**config.mk**
```make
export PLATFORM = sky130hd
export DESIGN_NAME = rv_mc_ctrl_gen2
export DESIGN_NICKNAME = d
export VERILOG_FILES = /design/src/rtl/rv_ctrl_pkg.sv /design/src/rtl/rv_branch_cond.sv /design/src/rtl/rv_mc_ctrl_gen2.sv
export SDC_FILE = /design/constraint.sdc
export NUM_CORES = 1
export LEC_CHECK = 0
export ABC_AREA = 1
export CAP_MARGIN = 15
export CELL_PAD_IN_SITES_DETAIL_PLACEMENT = 1
export CELL_PAD_IN_SITES_GLOBAL_PLACEMENT = 2
export CORE_MARGIN = 1
export CORE_UTILIZATION = 28
export DETAILED_ROUTE_END_ITERATION = 10
export DONT_BUFFER_PORTS = 1
export PLACE_DENSITY_LB_ADDON = 0.1
export SLEW_MARGIN = 20
export SYNTH_ARGS = -nofsm -noshare
export SYNTH_HDL_FRONTEND = slang
export SYNTH_SLANG_ARGS = --single-unit
```
**constraint.sdc**
```tcl
create_clock -name clk -period 1.88 [get_ports clk]
set_clock_uncertainty 0.15 [all_clocks]
set_input_delay 0.376 -clock clk [delete_from_list [all_inputs] [get_ports clk]]
set_output_delay 0.376 -clock clk [all_outputs]
set_load 0.01 [all_outputs]
```
**src/rtl/rv_ctrl_pkg.sv**
```systemverilog
// Shared types and encodings for the multi-cycle RV32 control unit:
// FSM states, opcodes, ALU/immediate/mux select codes and the ALU decode helper.
package rv_ctrl_pkg;

  typedef enum logic [4:0] {
    S_FETCH, S_DECODE, S_MEM_ADR, S_MEM_RD, S_MEM_WB, S_MEM_WR,
    S_EXEC_R, S_EXEC_I, S_ALU_WB, S_BRANCH, S_JAL, S_JALR,
    S_LUI, S_AUIPC, S_MD_START, S_MD_WAIT, S_HALT
  } state_t;

  localparam logic [6:0] OP_LOAD   = 7'b0000011;
  localparam logic [6:0] OP_STORE  = 7'b0100011;
  localparam logic [6:0] OP_R      = 7'b0110011;
  localparam logic [6:0] OP_IMM    = 7'b0010011;
  localparam logic [6:0] OP_BRANCH = 7'b1100011;
  localparam logic [6:0] OP_JAL    = 7'b1101111;
  localparam logic [6:0] OP_JALR   = 7'b1100111;
  localparam logic [6:0] OP_LUI    = 7'b0110111;
  localparam logic [6:0] OP_AUIPC  = 7'b0010111;

  localparam logic [3:0] ALU_ADD   = 4'd0;
  localparam logic [3:0] ALU_SUB   = 4'd1;
  localparam logic [3:0] ALU_AND   = 4'd2;
  localparam logic [3:0] ALU_OR    = 4'd3;
  localparam logic [3:0] ALU_XOR   = 4'd4;
  localparam logic [3:0] ALU_SLT   = 4'd5;
  localparam logic [3:0] ALU_SLTU  = 4'd6;
  localparam logic [3:0] ALU_SLL   = 4'd7;
  localparam logic [3:0] ALU_SRL   = 4'd8;
  localparam logic [3:0] ALU_SRA   = 4'd9;
  localparam logic [3:0] ALU_PASSB = 4'd10;

  localparam logic [2:0] IMM_I = 3'b000;
  localparam logic [2:0] IMM_S = 3'b001;
  localparam logic [2:0] IMM_B = 3'b010;
  localparam logic [2:0] IMM_U = 3'b011;
  localparam logic [2:0] IMM_J = 3'b100;

  localparam logic [1:0] RES_ALUOUT = 2'b00;
  localparam logic [1:0] RES_MEM    = 2'b01;
  localparam logic [1:0] RES_ALU    = 2'b10;
  localparam logic [1:0] RES_MD     = 2'b11;

  localparam logic [1:0] SRCA_PC    = 2'b00;
  localparam logic [1:0] SRCA_OLDPC = 2'b01;
  localparam logic [1:0] SRCA_RS1   = 2'b10;

  localparam logic [1:0] SRCB_RS2  = 2'b00;
  localparam logic [1:0] SRCB_IMM  = 2'b01;
  localparam logic [1:0] SRCB_FOUR = 2'b10;

  // IR[30] selects SUB only for register-register ops; for OP-IMM it is immediate bits except on shifts.
  function automatic logic [3:0] alu_dec(input logic [2:0] func3, input logic func7_5,
                                         input logic is_r);
    logic [3:0] r;
    r = ALU_ADD;
    case (func3)
      3'b000:  r = (is_r && func7_5) ? ALU_SUB : ALU_ADD;
      3'b001:  r = ALU_SLL;
      3'b010:  r = ALU_SLT;
      3'b011:  r = ALU_SLTU;
      3'b100:  r = ALU_XOR;
      3'b101:  r = func7_5 ? ALU_SRA : ALU_SRL;
      3'b110:  r = ALU_OR;
      default: r = ALU_AND;
    endcase
    return r;
  endfunction

endpackage

```
**src/rtl/rv_branch_cond.sv**
```systemverilog
// Branch resolution from func3 and the ALU flags of rs1 - rs2.
// carry is the carry-out of A+~B+1, so carry=1 means rs1 >= rs2 unsigned.
module rv_branch_cond #(
  parameter bit BRANCH_FULL = 1'b1
) (
  input  logic [2:0] func3,
  input  logic       zero,
  input  logic       neg,
  input  logic       carry,
  input  logic       ovf,
  output logic       taken,
  output logic       illegal
);

  logic lt;
  assign lt = BRANCH_FULL ? (neg ^ ovf) : neg;

  always_comb begin
    taken   = 1'b0;
    illegal = 1'b0;
    case (func3)
      3'b000:  taken = zero;
      3'b001:  taken = ~zero;
      3'b100:  taken = lt;
      3'b101:  taken = ~lt;
      3'b110:  begin taken = BRANCH_FULL & ~carry; illegal = ~BRANCH_FULL; end
      3'b111:  begin taken = BRANCH_FULL & carry;  illegal = ~BRANCH_FULL; end
      default: illegal = 1'b1;
    endcase
  end

endmodule

```
**src/rtl/rv_mc_ctrl_gen2.sv**
```systemverilog
// Multi-cycle RV32 control unit: main FSM, ALU decode and branch resolution.
// State is registered; datapath controls are decoded from state, ready and branch outcome.
module rv_mc_ctrl_gen2 import rv_ctrl_pkg::*; #(
  parameter bit MEM_WAIT_EN = 1'b1,
  parameter bit MULDIV_EN   = 1'b1,
  parameter bit BRANCH_FULL = 1'b1
) (
  input  logic       clk,
  input  logic       rst,
  input  logic [6:0] op,
  input  logic [2:0] func3,
  input  logic       func7_5,
  input  logic       func7_0,
  input  logic       zero,
  input  logic       neg,
  input  logic       carry,
  input  logic       ovf,
  input  logic       mem_ready,
  input  logic       md_done,
  output logic       pc_write,
  output logic       adr_src,
  output logic       mem_req,
  output logic       mem_write,
  output logic       ir_write,
  output logic       reg_write,
  output logic [1:0] result_src,
  output logic [1:0] alu_src_a,
  output logic [1:0] alu_src_b,
  output logic [2:0] imm_src,
  output logic [3:0] alu_ctrl,
  output logic       md_start,
  output logic       instr_retire,
  output logic       illegal,
  output logic [4:0] dbg_state
);

  state_t state, state_n;
  logic   illegal_q;
  logic   rdy, br_taken, br_illegal;

  assign rdy       = MEM_WAIT_EN ? mem_ready : 1'b1;
  assign illegal   = illegal_q;
  assign dbg_state = state;

  rv_branch_cond #(.BRANCH_FULL(BRANCH_FULL)) u_branch_cond (
    .func3  (func3),
    .zero   (zero),
    .neg    (neg),
    .carry  (carry),
    .ovf    (ovf),
    .taken  (br_taken),
    .illegal(br_illegal)
  );

  always_comb begin
    state_n = state;
    case (state)
      S_FETCH:  if (rdy) state_n = S_DECODE;
      S_DECODE: begin
        case (op)
          OP_LOAD, OP_STORE: state_n = S_MEM_ADR;
          OP_R:      state_n = !func7_0 ? S_EXEC_R : (MULDIV_EN ? S_MD_START : S_HALT);
          OP_IMM:    state_n = S_EXEC_I;
          OP_BRANCH: state_n = br_illegal ? S_HALT : S_BRANCH;
          OP_JAL:    state_n = S_JAL;
          OP_JALR:   state_n = S_JALR;
          OP_LUI:    state_n = S_LUI;
          OP_AUIPC:  state_n = S_AUIPC;
          default:   state_n = S_HALT;
        endcase
      end
      S_MEM_ADR:  state_n = (op == OP_STORE) ? S_MEM_WR : S_MEM_RD;
      S_MEM_RD:   if (rdy) state_n = S_MEM_WB;
      S_MEM_WR:   if (rdy) state_n = S_FETCH;
      S_MEM_WB, S_BRANCH, S_ALU_WB: state_n = S_FETCH;
      S_EXEC_R, S_EXEC_I, S_JAL, S_JALR, S_LUI, S_AUIPC: state_n = S_ALU_WB;
      S_MD_START: state_n = S_MD_WAIT;
      S_MD_WAIT:  if (md_done) state_n = S_FETCH;
      S_HALT:     state_n = S_HALT;
      default:    state_n = S_FETCH;
    endcase
  end

  always_ff @(posedge clk or negedge rst) begin
    if (!rst) begin
      state     <= S_FETCH;
      illegal_q <= 1'b0;
    end else begin
      state <= state_n;
      if (state_n == S_HALT) illegal_q <= 1'b1;
    end
  end

  always_comb begin
    pc_write = 1'b0; adr_src = 1'b0; mem_req = 1'b0; mem_write = 1'b0;
    ir_write = 1'b0; reg_write = 1'b0; md_start = 1'b0; instr_retire = 1'b0;
    result_src = RES_ALUOUT; alu_src_a = SRCA_PC; alu_src_b = SRCB_RS2;
    imm_src = IMM_I; alu_ctrl = ALU_ADD;
    case (state)
      S_FETCH: begin
        mem_req = 1'b1; alu_src_b = SRCB_FOUR; result_src = RES_ALU;
        ir_write = rdy; pc_write = rdy;
      end
      S_DECODE: begin
        alu_src_a = SRCA_OLDPC; alu_src_b = SRCB_IMM;
        imm_src = (op == OP_JAL) ? IMM_J : IMM_B;
      end
      S_MEM_ADR: begin
        alu_src_a = SRCA_RS1; alu_src_b = SRCB_IMM;
        imm_src = (op == OP_STORE) ? IMM_S : IMM_I;
      end
      S_MEM_RD: begin adr_src = 1'b1; mem_req = 1'b1; end
      S_MEM_WB: begin result_src = RES_MEM; reg_write = 1'b1; instr_retire = 1'b1; end
      S_MEM_WR: begin adr_src = 1'b1; mem_req = 1'b1; mem_write = 1'b1; instr_retire = rdy; end
      S_EXEC_R: begin alu_src_a = SRCA_RS1; alu_ctrl = alu_dec(func3, func7_5, 1'b1); end
      S_EXEC_I: begin
        alu_src_a = SRCA_RS1; alu_src_b = SRCB_IMM;
        alu_ctrl = alu_dec(func3, func7_5, 1'b0);
      end
      S_ALU_WB: begin reg_write = 1'b1; instr_retire = 1'b1; end
      S_BRANCH: begin
        alu_src_a = SRCA_RS1; alu_ctrl = ALU_SUB; pc_write = br_taken; instr_retire = 1'b1;
      end
      // JAL target was formed in DECODE; this cycle builds the link value OldPC+4.
      S_JAL:   begin alu_src_a = SRCA_OLDPC; alu_src_b = SRCB_FOUR; pc_write = 1'b1; end
      S_JALR:  begin
        alu_src_a = SRCA_RS1; alu_src_b = SRCB_IMM; result_src = RES_ALU; pc_write = 1'b1;
      end
      S_LUI:   begin alu_src_b = SRCB_IMM; imm_src = IMM_U; alu_ctrl = ALU_PASSB; end
      S_AUIPC: begin alu_src_a = SRCA_OLDPC; alu_src_b = SRCB_IMM; imm_src = IMM_U; end
      S_MD_START: begin alu_src_a = SRCA_RS1; md_start = 1'b1; end
      S_MD_WAIT:  begin result_src = RES_MD; reg_write = md_done; instr_retire = md_done; end
      default: ;
    endcase
    if (!rst) begin
      pc_write = 1'b0; adr_src = 1'b0; mem_req = 1'b0; mem_write = 1'b0;
      ir_write = 1'b0; reg_write = 1'b0; md_start = 1'b0; instr_retire = 1'b0;
      result_src = 2'b00; alu_src_a = 2'b00; alu_src_b = 2'b00;
      imm_src = 3'b000; alu_ctrl = 4'b0000;
    end
  end

endmodule

```
==> metrics.md, run 1 <==
| Metric | Value |
|---|---|
| Status | `complete, but fails checks` |
| Failing checks | `setup timing` |
| Hold slack | `0.2344 ns` |
| Fin area | `between 1500 and 2000 sq um` |
| Final Hold Viols | `0` |
| Post-Place Cell Area | `approximately 1300 sq um` |
| Largest net degree at the start of global routing | `9` |
| Drt via density | `between 5 and 6` |
| Nets | `266` |
| Distinct cells, synth | `24` |
| Max_cap viols | `0` |
| Area delta synth->final | `69.17%` |
| First drt pass iteration count | `4` |
| Post-synth net total | `between 200 and 250` |
| Critical Path RT | `~1.4 ns` |
| Yosys Warn Count | `0` |
| Startpoint Class | `flop` |
| GRT Overall Usage | `0.2210` |
| Hold_sp | `op[3]` |
| Met2 usage | `0.4347` |
| Average size of a mapped cell | `5.094 sq um` |
| Gate power share | `0.701` |
| Die Width | `roughly 60 microns` |
| Worst reg-to-reg path cell count | `8` |
| Grt total ovfl | `0` |
| Number of routed nets with antenna violations | `0` |
| WL/cell | `15.62 microns` |
| Die Y | `between 60 and 70 microns` |
| Sw frac | `0.4598` |
| Final setup viols | `19` |
| Power, Total | `1.049 mW` |
| Fillers | `~470` |
| Residual DRC | `0` |
| Die area | `3809 sq um` |
| FF+latch area | `roughly 160 sq um` |
| DRT iter0 DRCs | `32` |
| Seq pwr share | `0.188` |
| Worst-path maximum fanout | `5` |
| Mapped cell area | `approximately 1000 sq um` |
| Endpoint, Worst Hold | `dbg_state[2]$_DFF_PN0_` |
| Worst hold path cell count | `3` |
| Max frequency | `471.0 MHz` |
| Routed vias | `~1,500` |
| TritonCTS buffer count | `3` |
| Met1 Usage GRT | `0.2434` |
| Crit Path Category | `flop to output pin` |
| Switching pwr | `0.4822 mW` |
| Crit. End Element | `output pin` |
| Final WL | `~4500 microns` |
| Reg-to-reg endpoint | `dbg_state[0]$_DFF_PN0_` |
| GRT Max-Usage Layer | `met2` |
| Maximum vdd drop | `between 150 and 200 uV` |
| Layout cell share with drive strength beyond 1 | `0.4303` |
| Placer Congestion | `between 0.9 and 1` |
| Clk sink count | `6` |
| Max Root-Sink Buffers | `2` |
| Critical R2R Launch | `dbg_state[4]$_DFF_PN0_` |
| Clock H-tree levels | `1` |
| Leak pwr | `slightly below 0.9 nW` |
| TritonCTS clock tree | `yes` |
| Internal power | `0.5665 mW` |
| Seq/Total Area, Yosys | `0.1504` |
| Pwr Density | `~620 nW/um^2` |
| Diodes inserted | `0` |
| Fin crit period | `between 2 and 2.5 ns` |
| Initial antenna violation count | `0` |
| Cells after Synth | `roughly 200` |
| Yosys reg bits | `6` |
| Clk pwr share | `0.111` |
| Core area | `3363 sq um` |
| Area taken by multi-input logic gates | `~920 sq um` |
| Core Rows | `21` |
| Fin. max-slew vios | `0` |
| Vias in the first global route | `approximately 1,300` |
| Worst skew pair latency | `about 0.24 ns` |
| Clock Pin Slew Worst Setup and Hold Paths | `0.04 ns` |
| Crit path arrival time | `~1.6 ns` |
| Grt met3 use | `0.02277` |
| Post-DP HPWL | `between 3000 and 4000 microns` |
| Hold Crit Class | `input pin to flop` |
| Worst-margin pin slew | `between 0.3 and 0.4 ns` |
| Clock Tree Root | `clkbuf_4` |
| Max_slew headroom | `0.7606` |
| Initial core utilization | `0.2969` |
| Fin crit share | `1.129` |
| Unrepaired setup endpoints after global routing | `true` |
| R2R Setup Slk | `approximately 0.23 ns` |
| # IOs | `47` |
| Port bufs | `0` |
| Setup ws final | `-0.2433 ns` |
| First-pass GRT wire length | `6030 microns` |
## area by class of cell
class,instances,share of cell area
clock buffers,3,0.01333
well taps,46,0.03407
flip-flops and latches,6,0.09185
repair buffers,48,0.2348
inverters,35,0.08222
multi-input cells,152,0.5437
## synthesized netlist by cell type
cell       n  area (sq um)
inv_1     30         112.6
nor3_1     6         30.03
nor2_2     5         31.28
clkbuf_1   2         7.510
nand4_1    3         18.77
nor4_1     1         6.260
nand2_1   64         240.2
o21ai_1    1         5.000
clkinv_1   1         3.750
o21ai_0    5         25.02
or2_1      1         6.260
dfrtp_1    6         150.1
nor2_4     3         33.78
inv_2      4         15.01
a31oi_1    3         18.77
a21oi_1   13         65.06
nand3b_1   1         7.510
nand2_2    2         12.51
buf_4      1         7.510
a211oi_1   1         7.510
and2_1     1         6.260
nor2b_1    1         6.260
nand3_1   22         110.1
nor2_1    19         71.32
## power groups by stage
| stage | Sequential (mW) | Clock (mW) | Combinational (mW) |
|---|---|---|---|
| 2_1_floorplan | 0.194 | 0 | 0.252 |
| 3_3_place_gp | 0.185 | 0 | 0.441 |
| 3_5_place_dp | 0.186 | 0 | 0.451 |
| 4_1_cts | 0.191 | 0.119 | 0.537 |
| 5_1_grt | 0.201 | 0.120 | 0.793 |
| 6_report | 0.197 | 0.116 | 0.735 |
## cells in the final DEF, fill, tap and decap left out, types with 2 or more instances in the layout
cell      count
nor2_4       10
nand4_1       3
clkbuf_4      3
inv_4         3
nor2_2        6
a31oi_1       2
nand2_1      58
dfrtp_2       4
a21oi_2       2
inv_2         8
nor3_1        3
nor3_4        2
o21ai_0       5
a21oi_1       7
a21oi_4       4
buf_6         9
buf_4        38
nand2_2       5
dfrtp_1       2
nand3_2       2
nor2_1       11
inv_1        23
nand3_1      19
nand2_4       3
## logic make-up after synthesis
kind of cell	after synthesis	share of synthesized area
simple gates	129	0.5815
buf+inv	38	0.1466
compound gates	23	0.1215
flops	6	0.1504
## repair_timing
action,in CTS,in global routing
hold buffers,1,0
endpoints found under the hold margin,6,0
endpoints found under the setup margin,21,21
setup buffers,6,11
gates resized for setup,39,32
pin swaps,10,12
gates cloned,0,0
## worst max-delay path by stage
stage                                start     endpoint  slack (ns)  depth (start not counted)
floorplan           dbg_state[4]$_DFF_PN0_   imm_src[0]        0.04                          6
global placement    dbg_state[2]$_DFF_PN0_  alu_ctrl[2]      -0.002                          7
detailed placement  dbg_state[2]$_DFF_PN0_  alu_ctrl[2]       -0.01                          7
CTS                 dbg_state[4]$_DFF_PN0_   imm_src[2]       -0.20                          8
global route        dbg_state[4]$_DFF_PN0_   imm_src[2]       -0.29                          8
finish              dbg_state[1]$_DFF_PN0_     pc_write       -0.24                          6
## registers in the layout, summed over array words and instances, names as in the netlist
name and flops:
illegal 1, dbg_state 5
## per-layer routing
layer  part of all wire  routed length, microns
met1               0.38                    1731
met2               0.58                    2616
met3              0.033                     150
met4             0.0068                      31
met5                  0                       0
## worst max-delay path, cell delays in order (launching register included)
cell and delay, ns:
dfrtp_2 0.45, buf_4 0.16, nor2_4 0.17, nand4_1 0.14
and2_4 0.17, a21oi_2 0.12, buf_4 0.13
## metrics by stage
stage,worst slack [ns],instances,util,TNS (ns)
final,-0.2433,290,0.5022,-2.765
after global routing,-0.2857,290,0.5022,-3.857
after CTS,-0.1962,279,0.4364,-2.319
after detailed placement,-0.01442,269,0.3765,-0.01442
after global placement,-0.001890,269,0.3765,-0.001890
after floorplan,0.03963,196,-,0
Power figures use the tool's default switching activity.
==> run 2: changes to the inputs <==
HOLD_SLACK_MARGIN = 0.03   (was unset)
==> results of run 2 <==
No change in the layout: final DEF, timing and power equal those of run 1.
==> run 3: changes to the inputs <==
CORE_MARGIN = unset   (was 1)
GPL_TIMING_DRIVEN = 0   (was unset)
==> run 3 against run 2 <==
The run still ends with setup timing left. Maximum frequency is 1.3% higher. Via count down 10%. Sequential share of layout area is 1.6 points higher. Largest cell class unchanged. Largest power group unchanged. Highest routed layer unchanged.
==> metrics.md, run 3 (synthesized netlist as in run 1, its figures left out) <==
| Metric | Value |
|---|---|
| Routed vias | `1,308` |
| Final WL | `3865 microns` |
| Initial core utilization | `0.2969` |
| Commonest non-fill, non-tap cell in the layout | `nand2_1` |
| Clk sink count | `6` |
| GRT Overall Usage | `0.2062` |
| Internal power | `between 0.4 and 0.5 mW` |
| Drt via density | `4.973` |
| Most frequent cells in the layout | `nand2_1, inv_1, nand3_1` |
| DRT iter0 DRCs | `35` |
| Switching pwr | `~0.42 mW` |
| Nets | `approximately 240` |
| Max frequency | `~480 MHz` |
| Clock H-tree levels | `1` |
| Worst-margin pin slew | `0.4575 ns` |
| Reg-to-reg endpoint | `dbg_state[0]$_DFF_PN0_` |
| Die Width | `roughly 62 microns` |
| Vias in the first global route | `about 1,300` |
| Clock Pin Slew Worst Setup and Hold Paths | `approximately 0.04 ns` |
| TritonCTS clock tree | `yes` |
| Crit path arrival time | `between 1.5 and 2 ns` |
| Pwr Density | `approximately 600 nW/um^2` |
| Hold slack | `0.2232 ns` |
| Number of routed nets with antenna violations | `0` |
| Clk pwr share | `0.127` |
| FF+latch area | `~160 sq um` |
| Final Hold Viols | `0` |
| Max_slew headroom | `0.6950` |
| Failing checks | `setup timing` |
| Critical Path RT | `around 1.4 ns` |
| First drt pass iteration count | `4` |
| Fin. max-slew vios | `0` |
| Worst reg-to-reg path cell count | `9` |
| Diodes inserted | `0` |
| Critical R2R Launch | `dbg_state[4]$_DFF_PN0_` |
| Endpoint, Worst Hold | `dbg_state[2]$_DFF_PN0_` |
| Setup ws final | `-0.2156 ns` |
| Layout cell share with drive strength beyond 1 | `0.3594` |
| R2R Setup Slk | `approximately 0.14 ns` |
| Unrepaired setup endpoints after global routing | `true` |
| Max Root-Sink Buffers | `2` |
| Final setup viols | `21` |
| Hold Crit Class | `input pin to flop` |
| # IOs | `47` |
| Fin crit share | `1.115` |
| Seq pwr share | `0.259` |
| Largest net degree at the start of global routing | `11` |
| Fin crit period | `~2.1 ns` |
| Port bufs | `0` |
| Worst hold path cell count | `4` |
| Leak pwr | `between 0.7 and 0.8 nW` |
| Area taken by multi-input logic gates | `slightly above 900 sq um` |
| Maximum vdd drop | `between 150 and 200 uV` |
| Area delta synth->final | `44.49%` |
| Hold_sp | `mem_ready` |
| Post-DP HPWL | `between 2000 and 3000 microns` |
| Worst skew pair latency | `0.23 ns` |
| Die Y | `around 60 microns` |
| Crit Path Category | `flop to output pin` |
| Max_cap viols | `0` |
| Max reg flops | `5` |
| Crit. End Element | `output pin` |
| Power, Total | `around 0.87 mW` |
| Startpoint Class | `flop` |
| Core area | `roughly 3400 sq um` |
| Die area | `~3800 sq um` |
| WL/cell | `between 10 and 15 microns` |
| Core Rows | `21` |
| Status | `complete, but fails checks` |
| TritonCTS buffer count | `3` |
| First-pass GRT wire length | `about 5800 microns` |
| Worst-path maximum fanout | `5` |
| Residual DRC | `0` |
| Grt total ovfl | `0` |
| Clock Tree Root | `clkbuf_4` |
| Initial antenna violation count | `0` |
| Sw frac | `0.4885` |
| Gate power share | `0.614` |
| Fillers | `479` |
| Placer Congestion | `between 0.8 and 0.9` |
## run 3: changes by cell type in the layout (fill, tap and decap cells not counted), sizes merged
cell | previous run | this run
buf | 47 | 18
clkbuf | 3 | 5
## run 3: worst max-delay path by stage
stage	from	end	slack, ns	cells past startpoint
2_1_floorplan	dbg_state[4]$_DFF_PN0_	imm_src[0]	0.04	6
3_3_place_gp	dbg_state[2]$_DFF_PN0_	alu_ctrl[2]	-0.16	6
3_5_place_dp	dbg_state[2]$_DFF_PN0_	alu_ctrl[2]	-0.18	6
4_1_cts	dbg_state[1]$_DFF_PN0_	imm_src[0]	-0.21	6
5_1_grt	dbg_state[1]$_DFF_PN0_	alu_ctrl[3]	-0.29	5
6_report	dbg_state[4]$_DFF_PN0_	alu_src_b[0]	-0.22	7
## run 3: power by group through the flow
| stage | registers [mW] | clock network, mW | logic, mW |
|---|---|---|---|
| 2_1_floorplan | 0.194 | 0 | 0.252 |
| 3_3_place_gp | 0.207 | 0 | 0.308 |
| 3_5_place_dp | 0.207 | 0 | 0.313 |
| 4_1_cts | 0.220 | 0.113 | 0.474 |
| 5_1_grt | 0.229 | 0.116 | 0.575 |
| 6_report | 0.225 | 0.110 | 0.532 |
## run 3: layout make-up
class	count	share of cell area
Clock buffer	3	0.01561
Sequential cell	6	0.1075
Tap cell	46	0.03990
Timing Repair Buffer	18	0.09801
Buffer	3	0.01388
Multi-Input combinational cell	152	0.6279
Inverter	35	0.09714
## run 3: through the flow
step           TNS, ns  instances  setup slack, ns  cell area [sq um]    util
2_1_floorplan        0        196          0.03963              998.5       -
3_3_place_gp   -0.8393        242          -0.1599               1056  0.3140
3_5_place_dp    -1.022        242          -0.1795               1056  0.3140
4_1_cts         -2.678        258          -0.2113               1325  0.3940
5_1_grt         -4.012        263          -0.2914               1443  0.4289
6_report        -2.488        263          -0.2156               1443  0.4289
## run 3: routing by layer
metal,part of all wire,vias to the layer above,global-route usage
met5,0,-,0
met4,0.0052,0,0.03810
met3,0.046,2,0.03520
met2,0.54,28,0.3978
met1,0.41,614,0.2380
li1,-,664,-
## run 3: critical path, cell delays in order (launching register included)
cell	delay (ns)
dfrtp_2	0.48
inv_4	0.12
nand2_2	0.07
nor2_4	0.15
inv_4	0.07
nor2_4	0.16
inv_2	0.09
a31oi_4	0.21
## run 3: what timing repair did
| action | in CTS | in global routing |
|---|---|---|
| setup buffers | 12 | 5 |
| cloned | 0 | 0 |
| gates resized for setup | 42 | 21 |
| endpoints found under the hold margin | 6 | 0 |
| hold buffers | 1 | 0 |
| setup endpoints to repair | 21 | 21 |
| pin swaps | 17 | 11 |
